<file path="src/rtl/seg_display_scheduler_if.sv">
// Bundle between the two frame sources and the display scheduler: requests and
// frames in, grants, frame tick and the multiplexed display drive out.
interface seg_display_scheduler_if;
  logic        req0;
  logic [31:0] frame0;
  logic        req1;
  logic [31:0] frame1;
  logic        gnt0;
  logic        gnt1;
  logic        frame_tick;
  logic [3:0]  digit_sel;
  logic [7:0]  segments;

  modport master (
    output req0, frame0, req1, frame1,
    input  gnt0, gnt1, frame_tick, digit_sel, segments
  );

  modport slave (
    input  req0, frame0, req1, frame1,
    output gnt0, gnt1, frame_tick, digit_sel, segments
  );
endinterface

</file>
<file path="src/rtl/seg_display_scheduler.sv">
// Shares a 4-digit multiplexed 7-segment display between a low- and a high-priority
// frame source; ownership only changes at frame boundaries, with a minimum hold.
module seg_display_scheduler #(
  parameter int REFRESH_CYCLES = 50_000,
  parameter int BLANK_CYCLES   = 500,
  parameter int HOLD_FRAMES    = 8
) (
  input  logic                    clk,
  input  logic                    reset_n,
  seg_display_scheduler_if.slave  bus
);

  localparam int CNT_MAX = (REFRESH_CYCLES > BLANK_CYCLES) ? REFRESH_CYCLES : BLANK_CYCLES;
  localparam int CW      = $clog2(CNT_MAX + 1);
  localparam int HW      = (HOLD_FRAMES < 1) ? 1 : $clog2(HOLD_FRAMES + 1);

  localparam logic [CW-1:0] BLANK_LAST = CW'(BLANK_CYCLES - 1);
  localparam logic [CW-1:0] DRIVE_LAST = CW'(REFRESH_CYCLES - 1);
  localparam logic [HW-1:0] HOLD_SAT   = HW'(HOLD_FRAMES);
  localparam logic [HW:0]   HOLD_REQ   = (HW + 1)'(HOLD_FRAMES);

  typedef enum logic {ST_BLANK, ST_DRIVE} state_t;
  typedef enum logic [1:0] {OWN_NONE, OWN_0, OWN_1} owner_t;

  state_t          state_q, state_d;
  logic [CW-1:0]   cnt_q, cnt_d;
  logic [1:0]      idx_q, idx_d;
  logic            first_q;
  owner_t          owner_q, owner_d;
  logic [HW-1:0]   hold_q, hold_d;
  logic [31:0]     shadow_q, shadow_d;
  logic [3:0]      digit_sel_q, digit_sel_d;
  logic [7:0]      segments_q, segments_d;
  logic            tick_q;
  logic            boundary;
  logic            hold_done;

  // The frame that ends at this boundary counts toward the hold requirement.
  assign hold_done = ({1'b0, hold_q} + (HW + 1)'(1)) >= HOLD_REQ;
  assign boundary  = first_q |
                     ((state_q == ST_DRIVE) && (cnt_q == DRIVE_LAST) && (idx_q == 2'd3));

  // NOTE: state register uses non-blocking assignments so every flop samples
  // pre-edge values; async reset also clears the shadow frame buffer.
  always_ff @(posedge clk or negedge reset_n) begin
    if (!reset_n) begin
      state_q     <= ST_BLANK;
      cnt_q       <= '0;
      idx_q       <= 2'd0;
      first_q     <= 1'b1;
      owner_q     <= OWN_NONE;
      hold_q      <= '0;
      shadow_q    <= 32'hFFFF_FFFF;
      digit_sel_q <= 4'b1111;
      segments_q  <= 8'hFF;
      tick_q      <= 1'b0;
    end else begin
      state_q     <= state_d;
      cnt_q       <= cnt_d;
      idx_q       <= idx_d;
      first_q     <= 1'b0;
      owner_q     <= owner_d;
      hold_q      <= hold_d;
      shadow_q    <= shadow_d;
      digit_sel_q <= digit_sel_d;
      segments_q  <= segments_d;
      tick_q      <= boundary;
    end
  end

  // NOTE: every signal gets a default before the case so no latch is inferred.
  always_comb begin
    state_d     = state_q;
    cnt_d       = cnt_q + CW'(1);
    idx_d       = idx_q;
    digit_sel_d = digit_sel_q;
    segments_d  = segments_q;
    unique case (state_q)
      ST_BLANK: begin
        if (cnt_q == BLANK_LAST) begin
          state_d     = ST_DRIVE;
          cnt_d       = '0;
          digit_sel_d = ~(4'b0001 << idx_q);
          segments_d  = shadow_q[{idx_q, 3'b000} +: 8];
        end
      end
      ST_DRIVE: begin
        if (cnt_q == DRIVE_LAST) begin
          state_d     = ST_BLANK;
          cnt_d       = '0;
          idx_d       = idx_q + 2'd1;
          digit_sel_d = 4'b1111;
          segments_d  = 8'hFF;
        end
      end
      default: begin
        state_d = ST_BLANK;
        cnt_d   = '0;
      end
    endcase
  end

  // Ownership, hold count and shadow frame move only on a boundary edge.
  always_comb begin
    owner_d  = owner_q;
    hold_d   = hold_q;
    shadow_d = shadow_q;
    if (boundary) begin
      unique case (owner_q)
        OWN_0: begin
          if (!bus.req0)                   owner_d = bus.req1 ? OWN_1 : OWN_NONE;
          else if (bus.req1 && hold_done)  owner_d = OWN_1;
        end
        default: begin
          if (bus.req1)      owner_d = OWN_1;
          else if (bus.req0) owner_d = OWN_0;
          else               owner_d = OWN_NONE;
        end
      endcase

      if (owner_d != owner_q)   hold_d = '0;
      else if (hold_q < HOLD_SAT) hold_d = hold_q + HW'(1);

      unique case (owner_d)
        OWN_0:   shadow_d = bus.frame0;
        OWN_1:   shadow_d = bus.frame1;
        default: shadow_d = 32'hFFFF_FFFF;
      endcase
    end
  end

  assign bus.gnt0       = (owner_q == OWN_0);
  assign bus.gnt1       = (owner_q == OWN_1);
  assign bus.frame_tick = tick_q;
  assign bus.digit_sel  = digit_sel_q;
  assign bus.segments   = segments_q;

endmodule
</file>
<file path="src/flat_wrapper.sv">
// flat-port wrapper written by rule: the top's interface ports become plain ports
module seg_display_scheduler_flat 
#(
  parameter int REFRESH_CYCLES = 50_000,
  parameter int BLANK_CYCLES   = 500,
  parameter int HOLD_FRAMES    = 8
)
  (clk, reset_n, bus_req0, bus_frame0, bus_req1, bus_frame1, bus_gnt0, bus_gnt1, bus_frame_tick, bus_digit_sel, bus_segments);
  seg_display_scheduler_if bus_i ();
  input  logic clk;
  input  logic reset_n;
  input wire logic [$bits(bus_i.req0)-1:0] bus_req0;
  input wire logic [$bits(bus_i.frame0)-1:0] bus_frame0;
  input wire logic [$bits(bus_i.req1)-1:0] bus_req1;
  input wire logic [$bits(bus_i.frame1)-1:0] bus_frame1;
  output wire logic [$bits(bus_i.gnt0)-1:0] bus_gnt0;
  output wire logic [$bits(bus_i.gnt1)-1:0] bus_gnt1;
  output wire logic [$bits(bus_i.frame_tick)-1:0] bus_frame_tick;
  output wire logic [$bits(bus_i.digit_sel)-1:0] bus_digit_sel;
  output wire logic [$bits(bus_i.segments)-1:0] bus_segments;
  assign bus_i.req0 = bus_req0;
  assign bus_i.frame0 = bus_frame0;
  assign bus_i.req1 = bus_req1;
  assign bus_i.frame1 = bus_frame1;
  assign bus_gnt0 = bus_i.gnt0;
  assign bus_gnt1 = bus_i.gnt1;
  assign bus_frame_tick = bus_i.frame_tick;
  assign bus_digit_sel = bus_i.digit_sel;
  assign bus_segments = bus_i.segments;
  seg_display_scheduler #(.REFRESH_CYCLES(REFRESH_CYCLES), .BLANK_CYCLES(BLANK_CYCLES), .HOLD_FRAMES(HOLD_FRAMES)) u_core (.clk(clk), .reset_n(reset_n), .bus(bus_i));
endmodule
</file>
<file path="config.mk">
export PLATFORM = sky130hd
export DESIGN_NAME = seg_display_scheduler_flat
export DESIGN_NICKNAME = d
export VERILOG_FILES = /design/src/rtl/seg_display_scheduler_if.sv /design/src/rtl/seg_display_scheduler.sv /design/src/flat_wrapper.sv
export SDC_FILE = /design/constraint.sdc
export NUM_CORES = 1
export LEC_CHECK = 0
export ABC_AREA = 1
export CAP_MARGIN = 40
export CORE_MARGIN = 4
export CORE_UTILIZATION = 51
export DETAILED_ROUTE_END_ITERATION = 10
export HOLD_SLACK_MARGIN = 0.02
export PLACE_DENSITY_LB_ADDON = 0.05
export SLEW_MARGIN = 20
export SYNTH_ARGS = -nofsm -noshare
export SYNTH_HDL_FRONTEND = slang
export SYNTH_SLANG_ARGS = --single-unit
</file>
<file path="constraint.sdc">
create_clock -name clk -period 2.3 [get_ports clk]
set_input_delay 0.345 -clock clk [delete_from_list [all_inputs] [get_ports clk]]
set_output_delay 0.345 -clock clk [all_outputs]
set_load 0.05 [all_outputs]
</file>
==> parameters.txt, run 1 <==
Parameter                              Value

Synthesis
  Yosys warning count    0
  Number of enable-type register cells in the synthesized netlist    0
  Synth Flop Type    sky130_fd_sc_hd__dfstp_2
  Synthesized netlist cell count    448
  Register bit count reported by yosys    71
  Post-synth design cell area    ~0.0037 sq mm
  Proportion of netlist area held by the largest area contributor    31.8%
  Syn nets    525
  Largest area contributor in the synthesized netlist    sky130_fd_sc_hd__dfstp_2
  Area contributors post-synth    sky130_fd_sc_hd__dfstp_2 (32%), sky130_fd_sc_hd__dfrtp_1 (17%), sky130_fd_sc_hd__nand2_1 (9.3%)
  Async set-reset flop share out of synthesis    100%
  Proportion of synthesized chip area in sequential cells    slightly below 50%
  Synthesized area divided by synthesized cell count    8.31 sq um
  Unique cell type count in the Yosys netlist    30

Worst setup path
  Reg2reg end    u_core.shadow_q[25]
  Critical Path Most Common Cell    sky130_fd_sc_hd__nand2_1
  Crit end category    flip-flop
  List of cells traversed by the critical path    ha_1, nor2_1, nand2_1, nand2_1, nand2_1, nand2_1, inv_1, ha_1, buf_4, a21oi_1, a31oi_1
  Critical Setup Path Class    reg2reg
  Launching element type of the critical path    flip-flop
  Maximum single-stage delay on the critical path    between 0.4 and 0.5 ns
  Origin of the worst setup path    u_core.hold_q[0]
  Arrival time reported for the critical path endpoint    2.40 ns
  Delay-heaviest family, CP    adder cells
  Worst Setup EP    u_core.shadow_q[25]
  R2r setup slk    0.15 ns
  Highest fanout seen on the critical path    32
  Stages on the worst setup path    11
  Critical path required time    2.55 ns
  Critical path's slowest cell    sky130_fd_sc_hd__dfrtp_1
  Buffers plus inverters on the worst setup path    2
  Cell depth of the worst flop-to-flop path    11
  Beginning of the worst register-to-register path    u_core.hold_q[0]

Global routing
  Global Route Usage Sum    between 20% and 30%
  Global-route wire length before repair    between 15,000 and 20,000 um
  Number of antenna violations at the first check in global routing    0
  Gr ovfl total    0
  Number of global-route vias before repair    3,242
  Maximum number of pins on one net before global-route repair    72

Clock network
  Clock tree buffer depth    2
  Latest clock arrival within the worst-skew pair    0.34 ns
  CTS tree    yes
  Number of H-tree levels    3
  Clock sink total    71
  Post-CTS sizing    0
  Clock Root Buffer    sky130_fd_sc_hd__clkbuf_8
  Number of buffers inserted by post-CTS setup repair    0
  CTS clock-pin slew for the worst setup and hold paths    0.08 ns
  Cts-stage hold buffer count    0
  Number of clock buffers inserted by TritonCTS    9

Route
  WL per Instance    15.1 um
  First-iteration detailed-routing DRC count    249
  Via Count    around 3,400
  Number of antenna-violating nets in the routed design    0
  Via density per instance    5.45
  DR DRC count    0
  Total detailed-routing wirelength    about 9500 um
  Number of detailed-routing iterations run before antenna repair    5

Floorplan
  Core footprint    0.00694 sq mm
  Horizontal die dimension    93.4 um
  Area of the die    0.00873 sq mm
  Rows    30
  Number of placed I/O pins    a little over 80
  Effective utilization at floorplan    53.6%
  Die height    93.4 um

Timing
  Ratio of final minimum period to clock period    93.4%
  Worst-case hold slack    0.0190 ns
  Max-slew headroom    66.5%
  Max Slew Vio Count    0
  FMAX    466 MHz
  Final total negative setup slack    0 ns
  Worst slew pin tran    between 0.5 and 0.6 ns
  Number of endpoints with negative hold slack in the final report    0
  Setup repair after global routing missed its margin    false
  Fin crit period    2.15 ns
  Clock tree skew after final layout    0.0156 ns
  Number of failing setup endpoints in the final timing report    0

Power
  Reported net switching power    approximately 0.80 mW
  Static leakage    2.13 nW
  Combinational Power Share    18.5%
  Power density over cell area    approximately 600 mW/mm^2
  Internal power    ~2.1 mW
  Sw frac    27.8%
  Clock power frac    28.8%
  VDD IR-drop max    360 uV
  Sequential cell fraction of total power    52.8%
  Total Power Consumption    2.87 mW

Placement
  Total of buffers placed on input and output ports    82
  Placed wire-length estimate after detailed placement    approximately 6800 um
  Instance count after placement with tap cells included    approximately 600
  Final weighted congestion in routability-driven placement    around 0.93

Final layout
  Most frequent cells in the layout    sky130_fd_sc_hd__nand2_1 (91), sky130_fd_sc_hd__clkdlybuf4s50_1 (81), sky130_fd_sc_hd__nor2_1 (63), sky130_fd_sc_hd__a21oi_1 (52), sky130_fd_sc_hd__dfstp_2 (45)
  Seq. cell area    0.00183 sq mm
  Filler cells    540
  Cell Count, Final, Fillers Out    630
  Net total in the final layout    606
  Most common cell after layout, fill and taps aside    sky130_fd_sc_hd__nand2_1
  Multi-input gate area    0.00161 sq mm
  Number of antenna repair diodes    0
  Proportion of layout cells with a drive suffix above 1    14.2%
  Layout Area Growth over Synthesis    29.4%

Job
  Max-Cap Viols    0

Worst hold path
  Class of the most critical hold timing path    in2async

Status
  Run status    finished, final reports clean
-- how the worst min path moves through the flow --
stage | depth (start not counted) | endpoint
3_3_place_gp | 2 | u_core.cnt_q[13]
5_1_grt | 2 | u_core.cnt_q[10]
4_1_cts | 2 | u_core.cnt_q[12]
3_5_place_dp | 2 | u_core.cnt_q[12]
2_1_floorplan | 0 | u_core.bus.frame_tick
6_report | 2 | u_core.cnt_q[10]
-- layer usage --
metal  wire length, um  vias to the layer above  part of all wire [%]  GRT usage (%)
met5                 0                        -                     0              0
met2              4390                      120                    46           35.7
met4               136                        0                   1.4           7.57
li1                  -                     1662                     -              -
met3               595                       11                   6.3           3.78
met1              4380                     1643                    46           32.4
-- registers in the layout, summed over array words and instances (netlist names) --
signal	count
u_core.first_q	1
u_core.owner_q	2
u_core.idx_q	2
u_core.shadow_q	32
u_core.hold_q	4
u_core.bus.segments	8
u_core.bus.frame_tick	1
u_core.state_q	1
u_core.cnt_q	16
u_core.bus.digit_sel	4
-- power groups by stage --
stage / Clock [mW] / Sequential [mW] / Combinational, mW
2_1_floorplan: 0 / 1.50 / 0.295
3_3_place_gp: 0 / 1.52 / 0.514
3_5_place_dp: 0 / 1.53 / 0.527
4_1_cts: 0.838 / 1.51 / 0.531
5_1_grt: 0.909 / 1.52 / 0.590
6_report: 0.825 / 1.51 / 0.529
-- worst register-to-register path: cells and delay by family (launching register included) --
family                     cells  cell delay [ns]
buffers and inverters          2             0.39
DFF                            1             0.43
adders and majority gates      2             0.51
AOI/OAI and AO/OA              2             0.29
and+or+nand+nor                5             0.45
-- through the flow --
step	instance area (sq um)	util, %	setup slack (ns)
after floorplan	3720	-	0.380
after global placement	4660	67.2	0.145
after detailed placement	4660	67.2	0.0590
after CTS	4820	69.4	0.149
after global routing	4820	69.4	0.0138
final	4820	69.4	0.152
-- Yosys cell counts (all sizes together), types with 2 or more instances --
cell,instances
nor2,66
o21ai,5
nand3,12
dfrtp,26
a21oi,52
a22oi,7
buf,14
ha,9
clkbuf,10
nand4,7
clkinv,2
nor4,2
nand2,92
o22a,11
xor2,6
dfstp,45
a31oi,32
xnor2,2
inv,36
nor3,6
-- kinds of logic (layout without fill, tap and decap cells) --
kind of cell	Yosys count	count (layout)	share of synthesized area, %
and+or+nand+nor	186	186	20.3
AOI/OAI and AO/OA	110	110	17.6
DFF	71	71	49.2
buffers and inverters	62	148	7.53
adders and majority gates	9	9	3.03
xor gates and xnor gates	8	8	1.88
other	1	1	0.101
muxes	1	1	0.302
-- final cells by class --
type                            count  area share (%)
Multi-Input combinational cell    315            33.5
Clock inverter                      2           0.208
Clock buffer                       14            2.96
Sequential cell                    71            38.1
Timing Repair Buffer               94            19.8
Inverter                           38            2.96
Tap cell                           96            2.49
No activity file was read; power rests on OpenSTA's default activity.
==> run 2: changes to the inputs <==
- ABC_CLOCK_PERIOD_IN_PS: unset -> 2300
- PLACE_DENSITY_LB_ADDON: 0.05 -> 0.2
==> run 2 against run 1 <==
  * Maximum frequency is 0.52% higher
  * Clock skew shrank 0.0079 ns
  * Sequential cell count unchanged
  * Via count increased by 0.26%
  * Sequential power about the same
  * Worst hold slack improved by 0.45 ns
==> parameters.txt, run 2 (same netlist as run 1, synthesis figures left out) <==
Parameter                              Value

Timing
  Ratio of final minimum period to clock period    92.9%
  Final total negative setup slack    0 ns
  Max-slew headroom    approximately two thirds
  Fin crit period    between 2 and 2.5 ns
  Worst slew pin tran    between 0.5 and 0.6 ns
  Max Slew Vio Count    0
  Setup repair after global routing missed its margin    false
  Number of endpoints with negative hold slack in the final report    0
  Number of failing setup endpoints in the final timing report    0
  FMAX    468 MHz
  Worst-case hold slack    0.469 ns
  Clock tree skew after final layout    slightly below 0.008 ns

Power
  VDD IR-drop max    319 uV
  Combinational Power Share    17.0%
  Static leakage    2.17 nW
  Sequential cell fraction of total power    about 48%
  Clock power frac    35.0%
  Internal power    2.32 mW
  Sw frac    26.4%
  Reported net switching power    0.831 mW
  Power density over cell area    642 mW/mm^2
  Total Power Consumption    3.15 mW

Clock network
  CTS tree    yes
  Number of clock buffers inserted by TritonCTS    9
  Clock sink total    71
  Latest clock arrival within the worst-skew pair    0.35 ns
  Number of H-tree levels    3
  CTS clock-pin slew for the worst setup and hold paths    0.07 ns
  Clock Root Buffer    sky130_fd_sc_hd__clkbuf_8
  Clock tree buffer depth    2

Global routing
  Number of global-route vias before repair    3,260
  Maximum number of pins on one net before global-route repair    a little over 70
  Gr ovfl total    0
  Number of antenna violations at the first check in global routing    0
  Global Route Usage Sum    22.4%
  Global-route wire length before repair    15,400 um

Final layout
  Proportion of layout cells with a drive suffix above 1    15.0%
  Filler cells    539
  Most common cell after layout, fill and taps aside    sky130_fd_sc_hd__nand2_1
  Layout Area Growth over Synthesis    31.7%
  Final instance area    0.00490 sq mm
  Register containing the most flip-flops in the final layout    u_core.shadow_q
  Most frequent cells in the layout    sky130_fd_sc_hd__nand2_1 (91), sky130_fd_sc_hd__clkdlybuf4s50_1 (81), sky130_fd_sc_hd__nor2_1 (63), sky130_fd_sc_hd__a21oi_1 (52), sky130_fd_sc_hd__dfstp_2 (45)
  Net total in the final layout    607
  Number of antenna repair diodes    0
  Largest register FFs    32

Floorplan
  Number of placed I/O pins    83
  Rows    30
  Core footprint    0.00694 sq mm
  Horizontal die dimension    93.4 um
  Die height    93.4 um
  Area of the die    0.00873 sq mm
  Effective utilization at floorplan    53.6%

Placement
  Instance area after placement    0.00466 sq mm
  Placed wire-length estimate after detailed placement    6630 um
  Final weighted congestion in routability-driven placement    0.889
  Total of buffers placed on input and output ports    82

Route
  DR DRC count    0
  WL per Instance    ~15 um
  First-iteration detailed-routing DRC count    about 290
  Total detailed-routing wirelength    9240 um
  Number of antenna-violating nets in the routed design    0
  Number of detailed-routing iterations run before antenna repair    5
  Via Count    3,445
  Via density per instance    5.46

Job
  Max-Cap Viols    0

Worst setup path
  Crit end category    output pin
  Maximum single-stage delay on the critical path    0.79 ns
  Delay-heaviest family, CP    buffers and inverters
  Highest fanout seen on the critical path    4
  R2r setup slk    0.28 ns
  Critical Path Most Common Cell    sky130_fd_sc_hd__inv_1
  Critical path required time    1.96 ns
  Launching element type of the critical path    flip-flop
  Critical Setup Path Class    reg2out
  Buffers plus inverters on the worst setup path    3
  Arrival time reported for the critical path endpoint    roughly 1.8 ns
  List of cells traversed by the critical path    inv_1, nand2_1, inv_1, clkdlybuf4s50_1
  Critical path's slowest cell    sky130_fd_sc_hd__clkdlybuf4s50_1

Worst hold path
  Class of the most critical hold timing path    reg2reg

Status
  Run status    finished, final reports clean
[run 2: cell type report]
type	count	area (sq um)	area share, %
flip-flops and latches	71	1830	37.4
inverters	38	143	2.91
well taps	96	120	2.45
clock inverters	4	48.8	0.995
repair buffers	95	970	19.8
multi-input cells	315	1610	32.9
clock buffers	12	178	3.62
[run 2: final timing paths]
path,depth (start not counted),start,endpoint
min in group asynchronous,3,reset_n,u_core.cnt_q[11]
max in group asynchronous,3,reset_n,u_core.shadow_q[3]
worst min-delay path,1,u_core.cnt_q[0],u_core.cnt_q[0]
worst min register to register,1,u_core.cnt_q[0],u_core.cnt_q[0]
worst max register to register,11,u_core.hold_q[0],u_core.shadow_q[28]
worst max-delay path,4,u_core.owner_q[1],bus_gnt0
[run 2: power by group through the flow]
stage	Sequential [mW]	Clock, mW	Combinational [mW]
2_1_floorplan	1.50	0	0.295
3_3_place_gp	1.52	0	0.517
3_5_place_dp	1.53	0	0.530
4_1_cts	1.51	1.12	0.536
5_1_grt	1.52	1.18	0.600
6_report	1.51	1.10	0.536
[run 2: stage by stage]
stage          setup slack [ns]  cells  util [%]
2_1_floorplan             0.380    448         -
3_3_place_gp              0.239    614      67.2
3_5_place_dp              0.174    614      67.2
4_1_cts                   0.137    631      70.6
5_1_grt                  0.0447    631      70.6
6_report                  0.163    631      70.6
[run 2: what timing repair did]
action	CTS	global route
hold endpoints to repair	1	0
endpoints found under the setup margin	0	1
resized for setup	0	1
hold buffers	1	0
buffers inserted	0	0
[run 2: routing by layer]
| metal | wire [um] | track usage [%] |
|---|---|---|
| met4 | 191 | 7.94 |
| met5 | 0 | 0 |
| met3 | 634 | 4.51 |
| met2 | 4140 | 33.5 |
| met1 | 4280 | 32.3 |
==> run 3: changes to the inputs <==
- ABC_CLOCK_PERIOD_IN_PS: 2300 -> unset
- RECOVER_POWER: unset -> 50
==> run 3 against run 2 <==
  * The run now ends with capacitance limit, slew limit left
  * Combinational power decreased by 0.7%
  * Worst setup slack got worse by 0.00076 ns
  * Clock skew about the same
  * Final area decreased by 0.36%
  * Final cell count unchanged
  * Critical path type unchanged
  * Critical endpoint unchanged
==> parameters.txt, run 3 (same netlist as run 1, synthesis figures left out) <==
Parameter                              Value

Status
  Run status    complete, but fails checks
  Failing checks    capacitance limit, slew limit

Power
  VDD IR-drop max    320 uV
  Total Power Consumption    3.15 mW
  Reported net switching power    between 0.8 and 0.9 mW
  Internal power    2.31 mW
  Combinational Power Share    16.9%
  Sw frac    26.4%
  Clock power frac    35.1%
  Sequential cell fraction of total power    between 40% and 50%
  Static leakage    2.17 nW
  Power density over cell area    644 mW/mm^2

Final layout
  Net total in the final layout    607
  Most common cell after layout, fill and taps aside    sky130_fd_sc_hd__nand2_1
  Final instance area    0.00489 sq mm
  Most frequent cells in the layout    sky130_fd_sc_hd__nand2_1 (91), sky130_fd_sc_hd__clkdlybuf4s50_1 (81), sky130_fd_sc_hd__nor2_1 (64), sky130_fd_sc_hd__a21oi_1 (52), sky130_fd_sc_hd__dfstp_2 (45)
  Largest register FFs    32
  Layout Area Growth over Synthesis    31.3%
  Number of antenna repair diodes    0
  Post-layout util    70.4%
  Proportion of layout cells with a drive suffix above 1    14.8%
  Register containing the most flip-flops in the final layout    u_core.shadow_q

Timing
  Final total negative setup slack    0 ns
  Max Slew Vio Count    71
  Number of endpoints with negative hold slack in the final report    0
  Setup repair after global routing missed its margin    false
  Clock tree skew after final layout    around 0.0077 ns
  Setup WS post-layout    0.162 ns
  Max-slew headroom    -0.499%
  Ratio of final minimum period to clock period    92.9%
  Fin crit period    about 2.1 ns
  Worst slew pin tran    ~1.5 ns
  FMAX    468 MHz
  Number of failing setup endpoints in the final timing report    0

Route
  Via density per instance    5.45
  Via Count    roughly 3,400
  Total detailed-routing wirelength    9220 um
  Number of antenna-violating nets in the routed design    0
  DR DRC count    0
  WL per Instance    14.6 um
  Number of detailed-routing iterations run before antenna repair    5
  First-iteration detailed-routing DRC count    260

Worst setup path
  Launching element type of the critical path    flip-flop
  Critical path required time    between 1.5 and 2 ns
  Crit end category    output pin
  Critical Setup Path Class    reg2out
  Arrival time reported for the critical path endpoint    1.79 ns
  Highest fanout seen on the critical path    4

Clock network
  Clock Root Buffer    sky130_fd_sc_hd__clkbuf_8
  Number of buffers inserted by post-CTS setup repair    0
  Number of clock buffers inserted by TritonCTS    9
  Clock tree buffer depth    2
  Latest clock arrival within the worst-skew pair    0.35 ns
  Number of H-tree levels    3
  CTS tree    yes
  Clock sink total    between 70 and 80
  CTS clock-pin slew for the worst setup and hold paths    0.07 ns

Placement
  Post-place setup slack    0.174 ns
  Final weighted congestion in routability-driven placement    a little under 0.9
  Placed wire-length estimate after detailed placement    approximately 6600 um
  Total of buffers placed on input and output ports    82
  Instance area after placement    between 0.004 and 0.005 sq mm

Global routing
  Global Route Usage Sum    22.4%
  Global-route wire length before repair    15,400 um
  Number of global-route vias before repair    3,260
  Number of antenna violations at the first check in global routing    0
  Maximum number of pins on one net before global-route repair    72
  Gr ovfl total    0

Floorplan
  Number of placed I/O pins    between 80 and 90
  Effective utilization at floorplan    53.6%
  Die height    93.4 um
  Area of the die    0.00873 sq mm
  Horizontal die dimension    slightly above 90 um
  Rows    30
  Core footprint    0.00694 sq mm

Worst hold path
  Class of the most critical hold timing path    reg2reg

Job
  Max-Cap Viols    1
==> run 3: critical path, cell delays in order (launching register included) <==
cell                              delay [ns]
sky130_fd_sc_hd__dfrtp_1                0.39
sky130_fd_sc_hd__inv_1                  0.11
sky130_fd_sc_hd__nand2_1                0.09
sky130_fd_sc_hd__inv_1                  0.06
sky130_fd_sc_hd__clkdlybuf4s50_1        0.79
==> run 3: final timing paths <==
check                             startpoint                      to  slack (ns)  cells past startpoint
setup / recovery           u_core.owner_q[1]                bus_gnt0        0.16                      4
hold / removal               u_core.cnt_q[0]         u_core.cnt_q[0]        0.47                      1
hold reg to reg              u_core.cnt_q[0]         u_core.cnt_q[0]        0.47                      1
min in group asynchronous            reset_n        u_core.cnt_q[11]        0.98                      3
max in group asynchronous            reset_n         u_core.cnt_q[0]        0.40                      3
setup reg to reg             u_core.cnt_q[0]  u_core.bus.segments[7]        0.28                      8
==> run 3: per-layer routing <==
layer | track usage, % | up-vias | part of all wire, %
met3 | 4.51 | 14 | 7.1
met5 | 0 | - | 0
met1 | 32.3 | 1605 | 46
met4 | 7.94 | 0 | 1.6
met2 | 33.5 | 156 | 46
li1 | - | 1667 | -
==> run 3: power by group through the flow <==
stage                     Combinational [mW]  Sequential, mW  Clock (mW)
after floorplan                        0.295            1.50           0
after global placement                 0.517            1.52           0
after detailed placement               0.530            1.53           0
after CTS                              0.536            1.51        1.12
after global routing                   0.597            1.52        1.18
final                                  0.532            1.51        1.10
==> run 3: cell type report <==
class	count	area, sq um
fill	542	2060
tap	96	120
sequential	71	1830
clock inverter	4	48.8
timing repair buffer	95	955
clock buffer	12	178
inverter	38	143
multi-input combinational	315	1610
==> run 3: timing repair <==
item | 4_1_cts | 5_1_grt
hold buffers | 1 | 0
setup endpoints to repair | 0 | 1
hold endpoints to repair | 1 | 0
gates resized for setup | 0 | 1
==> run 3: stage by stage <==
stage	hold WS (ns)	instances
2_1_floorplan	0.0494	448
3_3_place_gp	0.393	614
3_5_place_dp	0.393	614
4_1_cts	0.469	631
5_1_grt	0.496	631
6_report	0.468	631
==> patch, RTL diff (flow settings as in run 3) <==
`hold_q` no longer has a reset.
--- a/src/rtl/seg_display_scheduler.sv
+++ b/src/rtl/seg_display_scheduler.sv
@@ -51,3 +51,2 @@
       owner_q     <= OWN_NONE;
-      hold_q      <= '0;
       shadow_q    <= 32'hFFFF_FFFF;
@@ -62,3 +61,2 @@
       owner_q     <= owner_d;
-      hold_q      <= hold_d;
       shadow_q    <= shadow_d;
@@ -68,2 +66,6 @@
     end
+  end
+
+  always_ff @(posedge clk) begin
+    hold_q <= hold_d;
   end
Behaviour: no difference found for any inputs over 10 cycles, from zero or initial values and one cycle with reset_n low; that may be too few to reach the edited logic, so the function may still have changed.
==> patch against run 3 <==
  * Largest cell class is now multi-input combinational cells
  * Die area grew 6.4%
  * Routed wire length grew 0.25%
  * Sequential cell count is the same
  * Worst setup slack lost 0.019 ns
  * Non-clock buffer count grew 4
  * Utilization shrank 0.95 points
  * Clock power shrank 17%
  * Count of clock-buffer cells in the layout shrank 2
  * Design area grew 5.2%
  * Synthesized area grew 7.1%
  * Critical path depth grew 7
  * Total power shrank 4.2%
==> patch: results (changes against run 3) <==
STATUS='completed'  # was finished with violations
SHARE_OF_LAYOUT_CELLS_ABOVE_DRIVE_STRENGTH_1_PCT=24.9  # was 14.8%
MINIMUM_CLOCK_PERIOD_AFTER_LAYOUT_NS=2.16  # was 2.14 ns
POST_SYNTHESIS_XOR_XNOR_AREA_FRACTION_PCT=2.86  # was 1.88%
CELLS_AFTER_SYNTH=435  # was 448
WL_PER_CELL_MICRONS=14.8  # was 14.6 microns
ASYNC_SR_FLOP_FRACTION_PCT=94.4  # was 100%
PLACE_HPWL_MICRONS=7000  # was 6630 microns
TOTALWIRELENGTH_MICRONS=9250  # was 9220 microns
SYNTH_COMPOUND_GATE_AREA_SHARE_PCT=18.8  # was 17.6%
WIRE_LENGTH_OF_THE_FIRST_GLOBAL_ROUTING_PASS_MICRONS=15400  # about the same
WORST_SETUP_PATH_STARTPOINT='u_core.hold_q[0]$_SDFFCE_PP0P_'  # was u_core.owner_q[1]$_DFFE_PN0P_
CRITICAL_PATH.MAX_FANOUT=28  # was 4
GRT_MAX_DEGREE=34  # was 72
GLOBALPLACE.CONGESTION=0.839  # was 0.889
R2R_SLACK_NS=0.14  # was 0.28 ns
P_LEAK_nW=2.20  # was 2.17 nW
RR_ENDPOINT='u_core.shadow_q[23]$_DFFE_PN1P_'  # was u_core.bus.segments[7]$_DFFE_PN1P_
YOSYS-MUX-AREA-FRACTION_PCT=0  # was 0.303%
TIMING.HOLD.WS_NS=0.468  # about the same
SYNTH_TOP_CELLS_BY_COUNT='71 x sky130_fd_sc_hd__nand2_1, 64 x sky130_fd_sc_hd__nor2_1, 45 x sky130_fd_sc_hd__dfstp_2'  # was 92 x sky130_fd_sc_hd__nand2_1, 63 x sky130_fd_sc_hd__nor2_1, 52 x sky130_fd_sc_hd__a21oi_1
YS_TOP_CELLS_BY_AREA='sky130_fd_sc_hd__dfstp_2 30%, sky130_fd_sc_hd__dfrtp_1 14%, sky130_fd_sc_hd__a21oi_2 7.0%'  # was sky130_fd_sc_hd__dfstp_2 32%, sky130_fd_sc_hd__dfrtp_1 17%, sky130_fd_sc_hd__nand2_1 9.3%
DETAILROUTE.WIRELENGTH.MET2_MICRONS=4340  # was 4200 microns
WORST_VDD_RAIL_IR_DROP_V=0.000338  # was 0.000320 V
POST_SYNTH_FA_HA_MAJ_AREA_FRACTION_PCT=2.83  # was 3.03%
POSTPLACECELLAREA_SQ_UM=4900  # was 4660 sq um
-- patch: cell count changes after synthesis, sizes merged, moves of 10 or more --
| cell | delta |
|---|---|
| o22a | -11 |
| nand3 | +17 |
| a31oi | -32 |
| nand2 | -17 |
| a221oi | +32 |
| a21oi | -10 |
-- patch: cells by family after synthesis --
family | count (synthesis)
xor gates and xnor gates | 13
DFF | 71
other | 1
AOI/OAI and AO/OA | 96
adders and majority gates | 9
and+or+nand+nor | 188
buffers and inverters | 57
-- patch: cell type report --
| type | count | area (sq um) |
|---|---|---|
| Clock buffer | 10 | 138 |
| Clock inverter | 6 | 43.8 |
| Fill cell | 577 | 2270 |
| Inverter | 33 | 124 |
| Multi-Input combinational cell | 307 | 1880 |
| Sequential cell | 71 | 1850 |
| Tap cell | 99 | 124 |
| Timing Repair Buffer | 99 | 980 |
-- patch: what timing repair did --
action	CTS	global route
endpoints found under the setup margin	0	19
hold buffers	1	0
resized for setup	0	9
endpoints found under the hold margin	10	0
